$ cat src/rtl/wb_pipe_stage_if.sv
// Handshake bundle for the write-back pipeline stage: upstream entry in,
// head entry out, plus the derived write-back port and stall counter.
interface wb_pipe_stage_if #(
    parameter int DATA_W = 32,
    parameter int RD_W   = 5,
    parameter int CNT_W  = 16
);
    logic              in_valid;
    logic              in_ready;
    logic [DATA_W-1:0] in_alu_c;
    logic [DATA_W-1:0] in_dm_data;
    logic [RD_W-1:0]   in_rd;
    logic              in_regw;
    logic              in_mem2r;

    logic              out_valid;
    logic              out_ready;
    logic [DATA_W-1:0] out_alu_c;
    logic [DATA_W-1:0] out_dm_data;
    logic [RD_W-1:0]   out_rd;
    logic              out_regw;
    logic              out_mem2r;

    logic [DATA_W-1:0] wb_data;
    logic              wb_we;
    logic [CNT_W-1:0]  stall_cnt;

    modport master (
        output in_valid, in_alu_c, in_dm_data, in_rd, in_regw, in_mem2r, out_ready,
        input  in_ready, out_valid, out_alu_c, out_dm_data, out_rd, out_regw, out_mem2r,
        input  wb_data, wb_we, stall_cnt
    );

    modport slave (
        input  in_valid, in_alu_c, in_dm_data, in_rd, in_regw, in_mem2r, out_ready,
        output in_ready, out_valid, out_alu_c, out_dm_data, out_rd, out_regw, out_mem2r,
        output wb_data, wb_we, stall_cnt
    );
endinterface

$ cat src/rtl/wb_pipe_stage.sv
// Write-back pipeline stage: head register plus optional one-entry skid buffer,
// with register-file write port derivation and a saturating stall counter.
module wb_pipe_stage #(
    parameter int DATA_W = 32,
    parameter int RD_W   = 5,
    parameter int SKID   = 1,
    parameter int CNT_W  = 16
) (
    input  logic          clk,
    input  logic          rst,
    input  logic          flush,
    wb_pipe_stage_if.slave bus
);

    typedef enum logic [1:0] {
        ST_EMPTY = 2'd0,
        ST_FULL  = 2'd1,
        ST_SKID  = 2'd2
    } state_t;

    typedef struct packed {
        logic [DATA_W-1:0] alu_c;
        logic [DATA_W-1:0] dm_data;
        logic [RD_W-1:0]   rd;
        logic              regw;
        logic              mem2r;
    } entry_t;

    state_t           r_state;
    state_t           w_state_nxt;
    entry_t           r_head;
    entry_t           r_skid;
    entry_t           w_head_nxt;
    entry_t           w_skid_nxt;
    entry_t           w_in_entry;
    logic             r_in_ready;
    logic             w_in_ready;
    logic             w_xfer_in;
    logic             w_out_valid;
    logic [CNT_W-1:0] r_stall_cnt;

    assign w_in_entry  = {bus.in_alu_c, bus.in_dm_data, bus.in_rd, bus.in_regw, bus.in_mem2r};
    assign w_out_valid = (r_state != ST_EMPTY);
    // Without a skid slot the stage can only accept when the head is free or leaving.
    assign w_in_ready  = (SKID != 0) ? r_in_ready : (!w_out_valid | bus.out_ready);
    assign w_xfer_in   = bus.in_valid & w_in_ready;

    // Next-state and entry-movement logic; the SKID state is unreachable when SKID=0.
    always_comb begin
        w_state_nxt = r_state;
        w_head_nxt  = r_head;
        w_skid_nxt  = r_skid;
        if (flush) begin
            w_state_nxt = ST_EMPTY;
        end else begin
            case (r_state)
                ST_EMPTY: begin
                    if (w_xfer_in) begin
                        w_state_nxt = ST_FULL;
                        w_head_nxt  = w_in_entry;
                    end else begin
                        w_state_nxt = ST_EMPTY;
                    end
                end
                ST_FULL: begin
                    if (bus.out_ready) begin
                        if (w_xfer_in) begin
                            w_state_nxt = ST_FULL;
                            w_head_nxt  = w_in_entry;
                        end else begin
                            w_state_nxt = ST_EMPTY;
                        end
                    end else if (w_xfer_in) begin
                        w_state_nxt = ST_SKID;
                        w_skid_nxt  = w_in_entry;
                    end else begin
                        w_state_nxt = ST_FULL;
                    end
                end
                ST_SKID: begin
                    if (bus.out_ready) begin
                        w_state_nxt = ST_FULL;
                        w_head_nxt  = r_skid;
                    end else begin
                        w_state_nxt = ST_SKID;
                    end
                end
                default: begin
                    w_state_nxt = ST_EMPTY;
                end
            endcase
        end
    end

    // State, entry storage, registered ready and stall counter.
    always_ff @(posedge clk) begin
        if (rst) begin
            r_state     <= ST_EMPTY;
            r_head      <= '0;
            r_skid      <= '0;
            r_in_ready  <= 1'b1;
            r_stall_cnt <= '0;
        end else begin
            r_state    <= w_state_nxt;
            r_head     <= w_head_nxt;
            r_skid     <= w_skid_nxt;
            r_in_ready <= (w_state_nxt != ST_SKID);
            if (w_out_valid && !bus.out_ready && (r_stall_cnt != {CNT_W{1'b1}})) begin
                r_stall_cnt <= r_stall_cnt + CNT_W'(1);
            end else begin
                r_stall_cnt <= r_stall_cnt;
            end
        end
    end

    assign bus.in_ready    = w_in_ready;
    assign bus.out_valid   = w_out_valid;
    assign bus.out_alu_c   = r_head.alu_c;
    assign bus.out_dm_data = r_head.dm_data;
    assign bus.out_rd      = r_head.rd;
    assign bus.out_regw    = r_head.regw;
    assign bus.out_mem2r   = r_head.mem2r;
    assign bus.wb_data     = r_head.mem2r ? r_head.dm_data : r_head.alu_c;
    assign bus.wb_we       = w_out_valid & r_head.regw & (r_head.rd != {RD_W{1'b0}});
    assign bus.stall_cnt   = r_stall_cnt;

endmodule

$ cat src/flat_wrapper.sv
// flat-port wrapper written by rule: the top's interface ports become plain ports
module wb_pipe_stage_flat 
#(
    parameter int DATA_W = 32,
    parameter int RD_W   = 5,
    parameter int SKID   = 1,
    parameter int CNT_W  = 16
)
  (clk, rst, flush, bus_in_valid, bus_in_alu_c, bus_in_dm_data, bus_in_rd, bus_in_regw, bus_in_mem2r, bus_out_ready, bus_in_ready, bus_out_valid, bus_out_alu_c, bus_out_dm_data, bus_out_rd, bus_out_regw, bus_out_mem2r, bus_wb_data, bus_wb_we, bus_stall_cnt);
  wb_pipe_stage_if #(.DATA_W(DATA_W), .RD_W(RD_W), .CNT_W(CNT_W)) bus_i ();
  input  logic clk;
  input  logic rst;
  input  logic flush;
  input wire logic [$bits(bus_i.in_valid)-1:0] bus_in_valid;
  input wire logic [$bits(bus_i.in_alu_c)-1:0] bus_in_alu_c;
  input wire logic [$bits(bus_i.in_dm_data)-1:0] bus_in_dm_data;
  input wire logic [$bits(bus_i.in_rd)-1:0] bus_in_rd;
  input wire logic [$bits(bus_i.in_regw)-1:0] bus_in_regw;
  input wire logic [$bits(bus_i.in_mem2r)-1:0] bus_in_mem2r;
  input wire logic [$bits(bus_i.out_ready)-1:0] bus_out_ready;
  output wire logic [$bits(bus_i.in_ready)-1:0] bus_in_ready;
  output wire logic [$bits(bus_i.out_valid)-1:0] bus_out_valid;
  output wire logic [$bits(bus_i.out_alu_c)-1:0] bus_out_alu_c;
  output wire logic [$bits(bus_i.out_dm_data)-1:0] bus_out_dm_data;
  output wire logic [$bits(bus_i.out_rd)-1:0] bus_out_rd;
  output wire logic [$bits(bus_i.out_regw)-1:0] bus_out_regw;
  output wire logic [$bits(bus_i.out_mem2r)-1:0] bus_out_mem2r;
  output wire logic [$bits(bus_i.wb_data)-1:0] bus_wb_data;
  output wire logic [$bits(bus_i.wb_we)-1:0] bus_wb_we;
  output wire logic [$bits(bus_i.stall_cnt)-1:0] bus_stall_cnt;
  assign bus_i.in_valid = bus_in_valid;
  assign bus_i.in_alu_c = bus_in_alu_c;
  assign bus_i.in_dm_data = bus_in_dm_data;
  assign bus_i.in_rd = bus_in_rd;
  assign bus_i.in_regw = bus_in_regw;
  assign bus_i.in_mem2r = bus_in_mem2r;
  assign bus_i.out_ready = bus_out_ready;
  assign bus_in_ready = bus_i.in_ready;
  assign bus_out_valid = bus_i.out_valid;
  assign bus_out_alu_c = bus_i.out_alu_c;
  assign bus_out_dm_data = bus_i.out_dm_data;
  assign bus_out_rd = bus_i.out_rd;
  assign bus_out_regw = bus_i.out_regw;
  assign bus_out_mem2r = bus_i.out_mem2r;
  assign bus_wb_data = bus_i.wb_data;
  assign bus_wb_we = bus_i.wb_we;
  assign bus_stall_cnt = bus_i.stall_cnt;
  wb_pipe_stage #(.DATA_W(DATA_W), .RD_W(RD_W), .SKID(SKID), .CNT_W(CNT_W)) u_core (.clk(clk), .rst(rst), .flush(flush), .bus(bus_i));
endmodule
$ cat config.mk
export PLATFORM = sky130hd
export DESIGN_NAME = wb_pipe_stage_flat
export DESIGN_NICKNAME = d
export VERILOG_FILES = /design/src/rtl/wb_pipe_stage_if.sv /design/src/rtl/wb_pipe_stage.sv /design/src/flat_wrapper.sv
export SDC_FILE = /design/constraint.sdc
export NUM_CORES = 1
export LEC_CHECK = 0
export ABC_AREA = 1
export ABC_CLOCK_PERIOD_IN_PS = 2000
export BUFFER_PORTS_ARGS = -buffer_cell sky130_fd_sc_hd__buf_2
export CAP_MARGIN = 10
export CORE_UTILIZATION = 52
export DETAILED_ROUTE_END_ITERATION = 10
export PLACE_DENSITY = 0.86
export SLEW_MARGIN = 30
export SYNTH_ARGS = -nofsm -noshare
export SYNTH_HDL_FRONTEND = slang
export SYNTH_SLANG_ARGS = --single-unit
$ cat constraint.sdc
create_clock -name clk -period 2 [get_ports clk]
set_input_delay 0 -clock clk [delete_from_list [all_inputs] [get_ports clk]]
set_output_delay 0 -clock clk [all_outputs]
set_load 0.1 [all_outputs]
Word-level counts from Yosys, hierarchy flattened:

Cells that the tools add are included.

* register bits: 161
* bits in latches: 0
* bits in writable memories: 0
* memory bits (read-only): 0
* input port bits: 76
* logic and storage cells: 45
* memories: 0

* $add $sub $neg: 1
* $mul: 0
* div/mod/pow operators: 0
* magnitude comparators: 0
* equality and inequality tests: 6
* shift-type cells: 0
* muxes and demuxes: 11
* bitwise operators: 5
* reductions and logical operators: 9

Operator list (count)
* two-way mux 71 bit: 3
* case mux 71 bit (3 select lines): 1
* two-way mux 32 bit: 1
* adder 16 x 1 -> 16 bit, second input constant: 1
* != test 16 bit, second input constant: 1
* two-way mux 2 bit: 4
* AND reduction 4 bit: 2
* != test 2 bit, second input constant: 3
* case mux 2 bit (3 select lines): 1
* nonzero test 5 bit: 1
* bitwise AND 1 bit: 3
* nonzero test 3 bit: 1
* == test 2 x 1 -> 1 bit, second input constant: 1
* == test 2 bit, second input constant: 1
* logical AND 1 bit: 2
* zero test 2 bit: 1
* NOT 1 bit: 2
* nonzero test 2 bit: 1
* zero test 1 bit: 1
* two-way mux 1 bit: 1

Longest topological paths before layout:

Gate-level depths: netlist (run 1).

* depth after elaboration: 6
* mapped depth: 9
* gate-level depth less buffers: 9

Least setup slack after synthesis (run 1):

No wires, ideal clock.

* path kind: reg-to-output
* start: register u_core.r_head, in the netlist u_core.bus.out_mem2r
* end: output port bus_wb_data[23]
* data arrival time: 3258 ps
* data required time: 2000 ps
* slack: -1258 ps
* cell stages (with the launch flop): 4
* cell sequence: dfxtp_1 clkbuf_1 clkbuf_1 o21ai_0

* cells in the longest elaborated chain, start to end: 1

Ends and longest elaborated chain
* from (decl): RTL line wb_pipe_stage.sv:31 `entry_t r_head;`
* from (signal assigned): RTL line wb_pipe_stage.sv:105 `r_head <= w_head_nxt;`
* two-way mux 32 bit: RTL line wb_pipe_stage.sv:123 `assign bus.wb_data = r_head.mem2r ? r_head.dm_data : r_head.alu_c;`
* to (decl): RTL line flat_wrapper.sv:28 `output wire logic [$bits(bus_i.wb_data)-1:0] bus_wb_data;`

No other way between the ends.

Worst setup path in the final report (run 1):

* start: register u_core.r_state[1]
* end: register u_core.r_in_ready (netlist: u_core.bus.in_ready)

* cells in the longest elaborated chain, start to end: 4
* elaborated cells between the ends (all ways): 6

Ends and longest elaborated chain
* from (decl): RTL line wb_pipe_stage.sv:29 `state_t r_state;`
* from (signal assigned): RTL line wb_pipe_stage.sv:104 `r_state <= w_state_nxt;`
* == test 2 bit, or another cell as far along: RTL line wb_pipe_stage.sv:56 `case (r_state)`
* case mux 2 bit (3 select lines) (*): RTL line wb_pipe_stage.sv:56
* two-way mux 2 bit (*): RTL line wb_pipe_stage.sv:53 `if (flush) begin`
* != test 2 bit (*): RTL line wb_pipe_stage.sv:107 `r_in_ready <= (w_state_nxt != ST_SKID);`
* to (signal assigned): RTL line wb_pipe_stage.sv:107
* to (decl): RTL line wb_pipe_stage.sv:36 `logic r_in_ready;`

Every way passes the cells marked *; elsewhere a longest branch is shown, timed or not.
A chain may end at the register's enable or synchronous reset.

==> results.cfg, run 1 <==
[synthesis]
synth_area_leaders = dfxtp_1 46%, a21oi_1 11%, o21ai_1 9.8%
syn-num-nets = 1084
synth-edff-count = 0
synthesis.yosys.warnings = 0
ys_types = 25
synth_flop_cell = dfxtp_1
synthCells = 1007
netlist.area_leader.share = 0.456
synth-seq-area-share = 0.456
syn_area_per_cell_um2 = 7.02
synth_top_area_cell = dfxtp_1
async_flop_share = 0
syn_area_um2 = 7070
synth_seq_cells = 161

[timing]
worst_slack_ns = 0.185
fin_crit_sh = 0.907
slew_violations = 0
timing.hold.ws_ns = 0.412
finalSetupTns_ns = 0
relSlewSlack = 0.652
clock_skew_ns = 0.00700
rsz0062_at_grt = no
max_freq_mhz = 551
worst_pin_slew_ns = 0.526
final-setup-viol-count = 0
finalHoldViolCount = 0
final.min_clock_period_ns = 1.81

[setup_path]
cp_max_fo = 39
critPathRequiredTime_ns = 2.31
rr_worst_depth = 5
startpoint_type = register
worstPathArrival_ns = 2.12
criticalPathCategory = reg -> reg
cp-end-kind = register

[placement]
dp_hpwl_um = 12300
gp_congestion = 0.852
place_ws_ns = 0.383
io_buffers = 197

[route]
vias = 7647
topRoutingLayerUsed = met4
wl_per_cell_um = 14.8
routed_wl_um = 21200
wl_met3_um = 1340
antenna_left = 0
dr.pass1.iters = 7
wl_met1_um = 8170
drc = 0
wl_met2_um = 10700
vias_per_cell = 5.34
dr.first_iter.drc_count = 725

[outcome]
status = completed

[grt]
grt_max_degree = 143
grt_pass1_wl_um = 34000
grt_usage = 0.303
overflow = 0
antenna_found_initial = 0
grt_pass1_vias = 7285

[clock_network]
numCtsBuffers = 17
clock_sinks = 161
cts_tree = built
clk_latency_ns = 0.43
path_clk_slew_ns = 0.06
cts-htree-levels = 4
cts_root_buf = clkbuf_16
cts.path.max_buffers = 2

[cells_and_area]
n_antenna_cell = 0
fin_util = 0.736
nets = 1319
final_cell_mix = 193 x buf_2, 157 x inv_1, 156 x a21oi_1
drive_above_1_share = 0.238
areaGrowthSynthToFinish_pct = 37.8
layout_commonest_cell = buf_2

[floorplan]
dieHeight_um = 119
dieArea_um2 = 14100
ios = 198
die_x_um = 119
coreArea_um2 = 13200
rows = 42
start_util = 0.534

[hold_path]
hold_path.class = in -> reg
hold_depth = 4

[power_and_ir_drop]
ir_drop_v = 0.000898
p_leak_uw = 0.00425
total_power_uw = 8990
power_density_nw_per_um2 = 922

[flow_run]
drv_cap = 0
[worst paths after layout]
check / start / endpoint / slack [ns]
setup reg to reg: u_core.r_state[1] / u_core.bus.in_ready / 0.19
setup / recovery: u_core.r_state[1] / u_core.bus.in_ready / 0.19
hold reg to reg: u_core.r_skid[0] / u_core.r_skid[0] / 0.45
hold / removal: bus_in_alu_c[10] / u_core.r_skid[49] / 0.41
[per-layer routing]
layer / vias up / global-route usage
li1: 3743 / -
met1: 3464 / 0.329
met2: 357 / 0.534
met3: 83 / 0.0748
met4: 0 / 0.171
met5: - / 0
[sequential cells by signal, summed over array words and instances (netlist names)]
register                cells
u_core.bus.in_ready         1
u_core.bus.out_alu_c       32
u_core.bus.out_rd           5
u_core.r_skid              71
u_core.bus.stall_cnt       16
u_core.r_state              2
u_core.bus.out_mem2r        1
u_core.bus.out_regw         1
u_core.bus.out_dm_data     32
[cell usage after synthesis (all sizes together) (2+ instances only)]
library cell    n
a21oi         156
buf            36
clkbuf         35
dfxtp         161
inv           160
nand2         154
nand3          16
nand4           4
nor2           27
o21ai         246
xnor2           2
xor2            4
[cell type report]
class,count,area (um^2)
fill,943,3500
clock inverter,12,158
tap,176,220
clock buffer,20,457
multi-input combinational,615,3070
inverter,160,602
sequential,161,3240
timing repair buffer,287,1990
[power by group]
part / internal, uW / leakage (uW) / switching (uW)
clock: 2030 / 0.000289 / 1340
sequential: 3340 / 0.00132 / 99.2
combinational: 468 / 0.00264 / 1720
total: 5840 / 0.00425 / 3150
[cell families after synthesis]
family          count (synthesis)  share of synthesized area
simple gates                  204                      0.116
buf+inv                       231                      0.130
xor+xnor                        6                    0.00743
compound gates                404                      0.288
fa+ha+maj                       1                    0.00177
flops                         161                      0.456
[what timing repair did]
| item | CTS | global route |
|---|---|---|
| buffers inserted | 0 | 1 |
| hold endpoints to repair | 143 | 0 |
| setup endpoints to repair | 0 | 16 |
| hold buffers | 76 | 0 |
| resized for setup | 0 | 4 |
[per-stage QoR]
stage	instances	area, um^2
2_1_floorplan	1007	7220
3_3_place_gp	1322	8330
3_5_place_dp	1322	8330
4_1_cts	1430	9710
5_1_grt	1431	9750
6_report	1431	9750
[critical path: stages (launching register included)]
cell and delay (ns):
dfxtp_1 0.37, inv_2 0.06, or2_4 0.40, o21bai_1 0.19, nand3_1 0.08, dlygate4sd3_1 0.58
(Power assumes the default switching activity.)
==> inputs of run 2 (changes only) <==
Settings changed: ABC_CLOCK_PERIOD_IN_PS 2000 to 2040.
Clock period 2 ns to 2.04 ns, I/O delays scaled along.
==> run 2 against run 1 <==
- worst setup slack got worse by 0.092 ns
- design area decreased by 1.5%
- sequential power fell by 2%
- combinational power is 4% lower
- hold slack got worse by 0.21 ns
==> results.cfg, run 2 (synthesis gave the netlist of run 1 again) <==
[outcome]
status = completed

[route]
antenna_left = 0
wl_met2_um = 10300
dr.first_iter.drc_count = 665
drc = 0
vias = 7512
routed_wl_um = 20400
vias_per_cell = 5.26
wl_met3_um = 1250
topRoutingLayerUsed = met4
dr.pass1.iters = 5
wl_met1_um = 8090
wl_per_cell_um = 14.3

[clock_network]
hold_buffers = 75
cts.path.max_buffers = 2
clk_latency_ns = 0.42
post-cts-setup-buffer-count = 0
cts_root_buf = clkbuf_16
cts-htree-levels = 4
path_clk_slew_ns = 0.06
numCtsBuffers = 17
cts_resized = 0
cts_tree = built
clock_sinks = 161

[flow_run]
drv_cap = 0

[cells_and_area]
fin_util = 0.725
layout_commonest_cell = buf_2
drive_above_1_share = 0.231
areaGrowthSynthToFinish_pct = 35.7
nets = 1317
largest-register = u_core.r_skid
final_cell_mix = 196 x buf_2, 157 x inv_1, 156 x a21oi_1
largest_reg_flops = 71
fillerInstances = 991

[setup_path]
worstPathArrival_ns = 1.95
crit_slowest_cell = dfxtp_4
critPathRequiredTime_ns = 2.04
startpoint_type = register
cp_max_fo = 29
slowest_delay_ns = 0.60
r2r-start = u_core.bus.in_ready
criticalPathCategory = reg -> out
path_cells = buf_12 > nand2_1 > o21ai_4 > buf_2
rr_worst_depth = 6
cp-startpoint = u_core.bus.out_mem2r
cp-end-kind = output port

[floorplan]
dieArea_um2 = 14100
dieHeight_um = 119
die_x_um = 119
ios = 198
coreArea_um2 = 13200
start_util = 0.534
rows = 42

[timing]
max_freq_mhz = 514
rsz0062_at_grt = no
clock_skew_ns = 0.00951
final-setup-viol-count = 0
final.min_clock_period_ns = 1.95
timing.hold.ws_ns = 0.201
finalHoldViolCount = 0
worst_pin_slew_ns = 0.763
slew_violations = 0
fin_crit_sh = 0.954
relSlewSlack = 0.491

[grt]
antenna_found_initial = 1
grt_usage = 0.290
grt_max_degree = 87
grt_pass1_vias = 7036
grt_pass1_wl_um = 32900
overflow = 0

[hold_path]
hold_path.class = in -> reg
hold_depth = 5
min-delay-start = bus_in_valid

[power_and_ir_drop]
p_leak_uw = 0.00419
ir_drop_v = 0.000782
power_density_nw_per_um2 = 871

[placement]
io_buffers = 197
dp_hpwl_um = 12400
gp_congestion = 0.896
[run 2: path summary, 6_finish.rpt]
| path | end | slack, ns |
|---|---|---|
| max reg2reg | u_core.r_skid[69] | 0.29 |
| min reg2reg | u_core.r_skid[25] | 0.45 |
| max | bus_wb_data[0] | 0.09 |
| min | u_core.bus.in_ready | 0.20 |
[run 2: metrics by stage]
stage | setup slack, ns | total power [uW] | cell area, um^2 | setup TNS, ns | instances
2_1_floorplan | -0.0424 | 5040 | 7220 | -0.424 | 1007
3_3_place_gp | 0.447 | 5380 | 8310 | 0 | 1322
3_5_place_dp | 0.397 | 5400 | 8310 | 0 | 1322
4_1_cts | 0.109 | 8360 | 9590 | 0 | 1428
5_1_grt | 0.0101 | 8640 | 9600 | 0 | 1429
6_report | 0.0931 | 8360 | 9600 | 0 | 1429
[run 2: area by class of cell]
class / count / area (um^2) / share of cell area
Sequential cell: 161 / 3240 / 0.337
Tap cell: 176 / 220 / 0.0229
Clock buffer: 26 / 499 / 0.0520
Inverter: 160 / 602 / 0.0627
Multi-Input combinational cell: 615 / 3080 / 0.321
Clock inverter: 5 / 30.0 / 0.00313
Timing Repair Buffer: 285 / 1920 / 0.201
Antenna cell: 1 / 2.50 / 0.000261
[run 2: metal layers]
layer  track usage  vias up
met5             0        -
met4         0.136        0
met3        0.0700       56
met2         0.514      303
met1         0.326     3423
li1              -     3730
[run 2: critical path, delay by kind of cell, from the launching register on]
kind	cells	cell delay [ns]
and+or+nand+nor	1	0.13
AOI/OAI and AO/OA	1	0.08
DFF	1	0.60
buffers and inverters	2	0.70
[run 2: power breakdown]
group          switching [uW]  leakage (uW)  total, uW  internal, uW
sequential                100       0.00132       3370          3270
clock                    1200      0.000256       2870          1670
combinational            1660       0.00262       2110           449
total                    2960       0.00419       8360          5390
==> inputs of run 3 (changes only) <==
Settings changed: PLACE_DENSITY 0.86 to not set, PLACE_DENSITY_LB_ADDON set to 0.12.
==> run 3 against run 2 <==
- hold slack improved by 0.21 ns
- clock skew decreased by 0.0027 ns
- clock-buffer cell count fell by 4
- non-clock buffer count grew 5
- sequential share of layout area decreased by 0.91 points
- final cell count grew 0.35%
- critical path depth rose by 1
- worst setup slack better by 0.14 ns
- largest power group is now clock
- largest cell class unchanged
- design area grew 2.8%
==> results.cfg, run 3 (synthesis gave the netlist of run 1 again) <==
[cells_and_area]
seqCellArea_um2 = 3240
layout_commonest_cell = buf_2
nets = 1322
fillerInstances = 1065
drive_above_1_share = 0.237
multi_input_area_um2 = 3080
areaGrowthSynthToFinish_pct = 39.5
final_cell_mix = 196 x buf_2, 157 x inv_1, 156 x a21oi_1
n_antenna_cell = 0
final_area_um2 = 9860
largest-register = u_core.r_skid
largest_reg_flops = 71

[flow_run]
drv_cap = 0

[timing]
final.min_clock_period_ns = 1.81
finalSetupTns_ns = 0
slew_violations = 0
clock_skew_ns = 0.00678
fin_crit_sh = 0.888
final-setup-viol-count = 0
worst_pin_slew_ns = 0.550
max_freq_mhz = 552
relSlewSlack = 0.633
finalHoldViolCount = 0
rsz0062_at_grt = no

[clock_network]
path_clk_slew_ns = 0.06
clk_latency_ns = 0.42
cts-htree-levels = 4
cts_tree = built
numCtsBuffers = 17
cts.path.max_buffers = 2
cts_root_buf = clkbuf_16
clock_sinks = 161

[placement]
io_buffers = 197
gp_congestion = 0.792
dp_hpwl_um = 12100
postPlaceCellArea_um2 = 8390

[route]
vias = 7274
dr.first_iter.drc_count = 530
routed_wl_um = 19200
antenna_left = 0
wl_per_cell_um = 13.4
dr.pass1.iters = 6
vias_per_cell = 5.07
drc = 0

[floorplan]
dieArea_um2 = 14100
rows = 42
dieHeight_um = 119
ios = 198
die_x_um = 119
coreArea_um2 = 13200
start_util = 0.534

[hold_path]
hold_path.class = in -> reg

[power_and_ir_drop]
power_density_nw_per_um2 = 930
intPower_uw = 6160
power_switching_uw = 3010
pwr-share-clk = 0.402
ir_drop_v = 0.000672
p_comb_frac = 0.232
switching_share = 0.328
total_power_uw = 9170
p_leak_uw = 0.00433
p_seq_frac = 0.367

[setup_path]
criticalPathCategory = reg -> reg
cp_max_fo = 42
cp-end-kind = register
critPathRequiredTime_ns = 2.34
startpoint_type = register
worstPathArrival_ns = 2.11

[grt]
grt_usage = 0.279
antenna_found_initial = 0
grt_pass1_wl_um = 31900
grt_pass1_vias = 6859
grt_max_degree = 143
overflow = 0

[outcome]
status = completed
[run 3: worst paths after layout]
| check | slack [ns] | from | cells after the start | to |
|---|---|---|---|---|
| worst max-delay path | 0.23 | u_core.r_state[1] | 5 | u_core.bus.in_ready |
| worst min-delay path | 0.41 | bus_in_alu_c[10] | 4 | u_core.r_skid[49] |
| worst max register to register | 0.23 | u_core.r_state[1] | 5 | u_core.bus.in_ready |
| worst min register to register | 0.45 | u_core.r_skid[3] | 2 | u_core.r_skid[3] |
[run 3: worst max-delay path, stage by stage, from the launching register on]
cell           delay, ns
dfxtp_1             0.38
inv_2               0.06
or2_4               0.42
o21bai_1            0.19
nand3_1             0.08
dlygate4sd3_1       0.57
[run 3: layout make-up]
class                           instances  area share
Multi-Input combinational cell        615       0.312
Clock buffer                           22      0.0491
Sequential cell                       161       0.328
Timing Repair Buffer                  290       0.206
Tap cell                              176      0.0223
Inverter                              160      0.0612
Clock inverter                         10      0.0204
[run 3: timing repair]
item	CTS	global route
setup endpoints to repair	0	6
resized for setup	0	1
endpoints found under the hold margin	143	0
hold buffers	76	0
buffers inserted	0	1
[run 3: per-stage QoR]
step	util	hold slack (ns)	setup WS, ns	std cells
final	0.745	0.410	0.229	1434
after global routing	0.745	0.435	0.129	1434
after CTS	0.743	0.385	0.0635	1433
after detailed placement	0.633	0.298	0.321	1325
after global placement	0.633	0.293	0.387	1325
after floorplan	-	0.141	-0.0424	1007
[run 3: layer usage]
| metal | vias up | wire length [um] | GRT usage |
|---|---|---|---|
| met3 | 32 | 1020 | 0.0632 |
| met1 | 3303 | 8190 | 0.325 |
| li1 | 3741 | - | - |
| met2 | 198 | 9570 | 0.497 |
| met5 | - | 0 | 0 |
| met4 | 0 | 395 | 0.104 |
[run 3: power by group through the flow]
stage | Combinational, uW | Clock (uW) | Sequential (uW)
3_3_place_gp | 1970 | 0 | 3440
4_1_cts | 2100 | 3710 | 3370
3_5_place_dp | 1980 | 0 | 3440
2_1_floorplan | 881 | 0 | 4150
5_1_grt | 2240 | 3850 | 3380
6_report | 2130 | 3680 | 3360
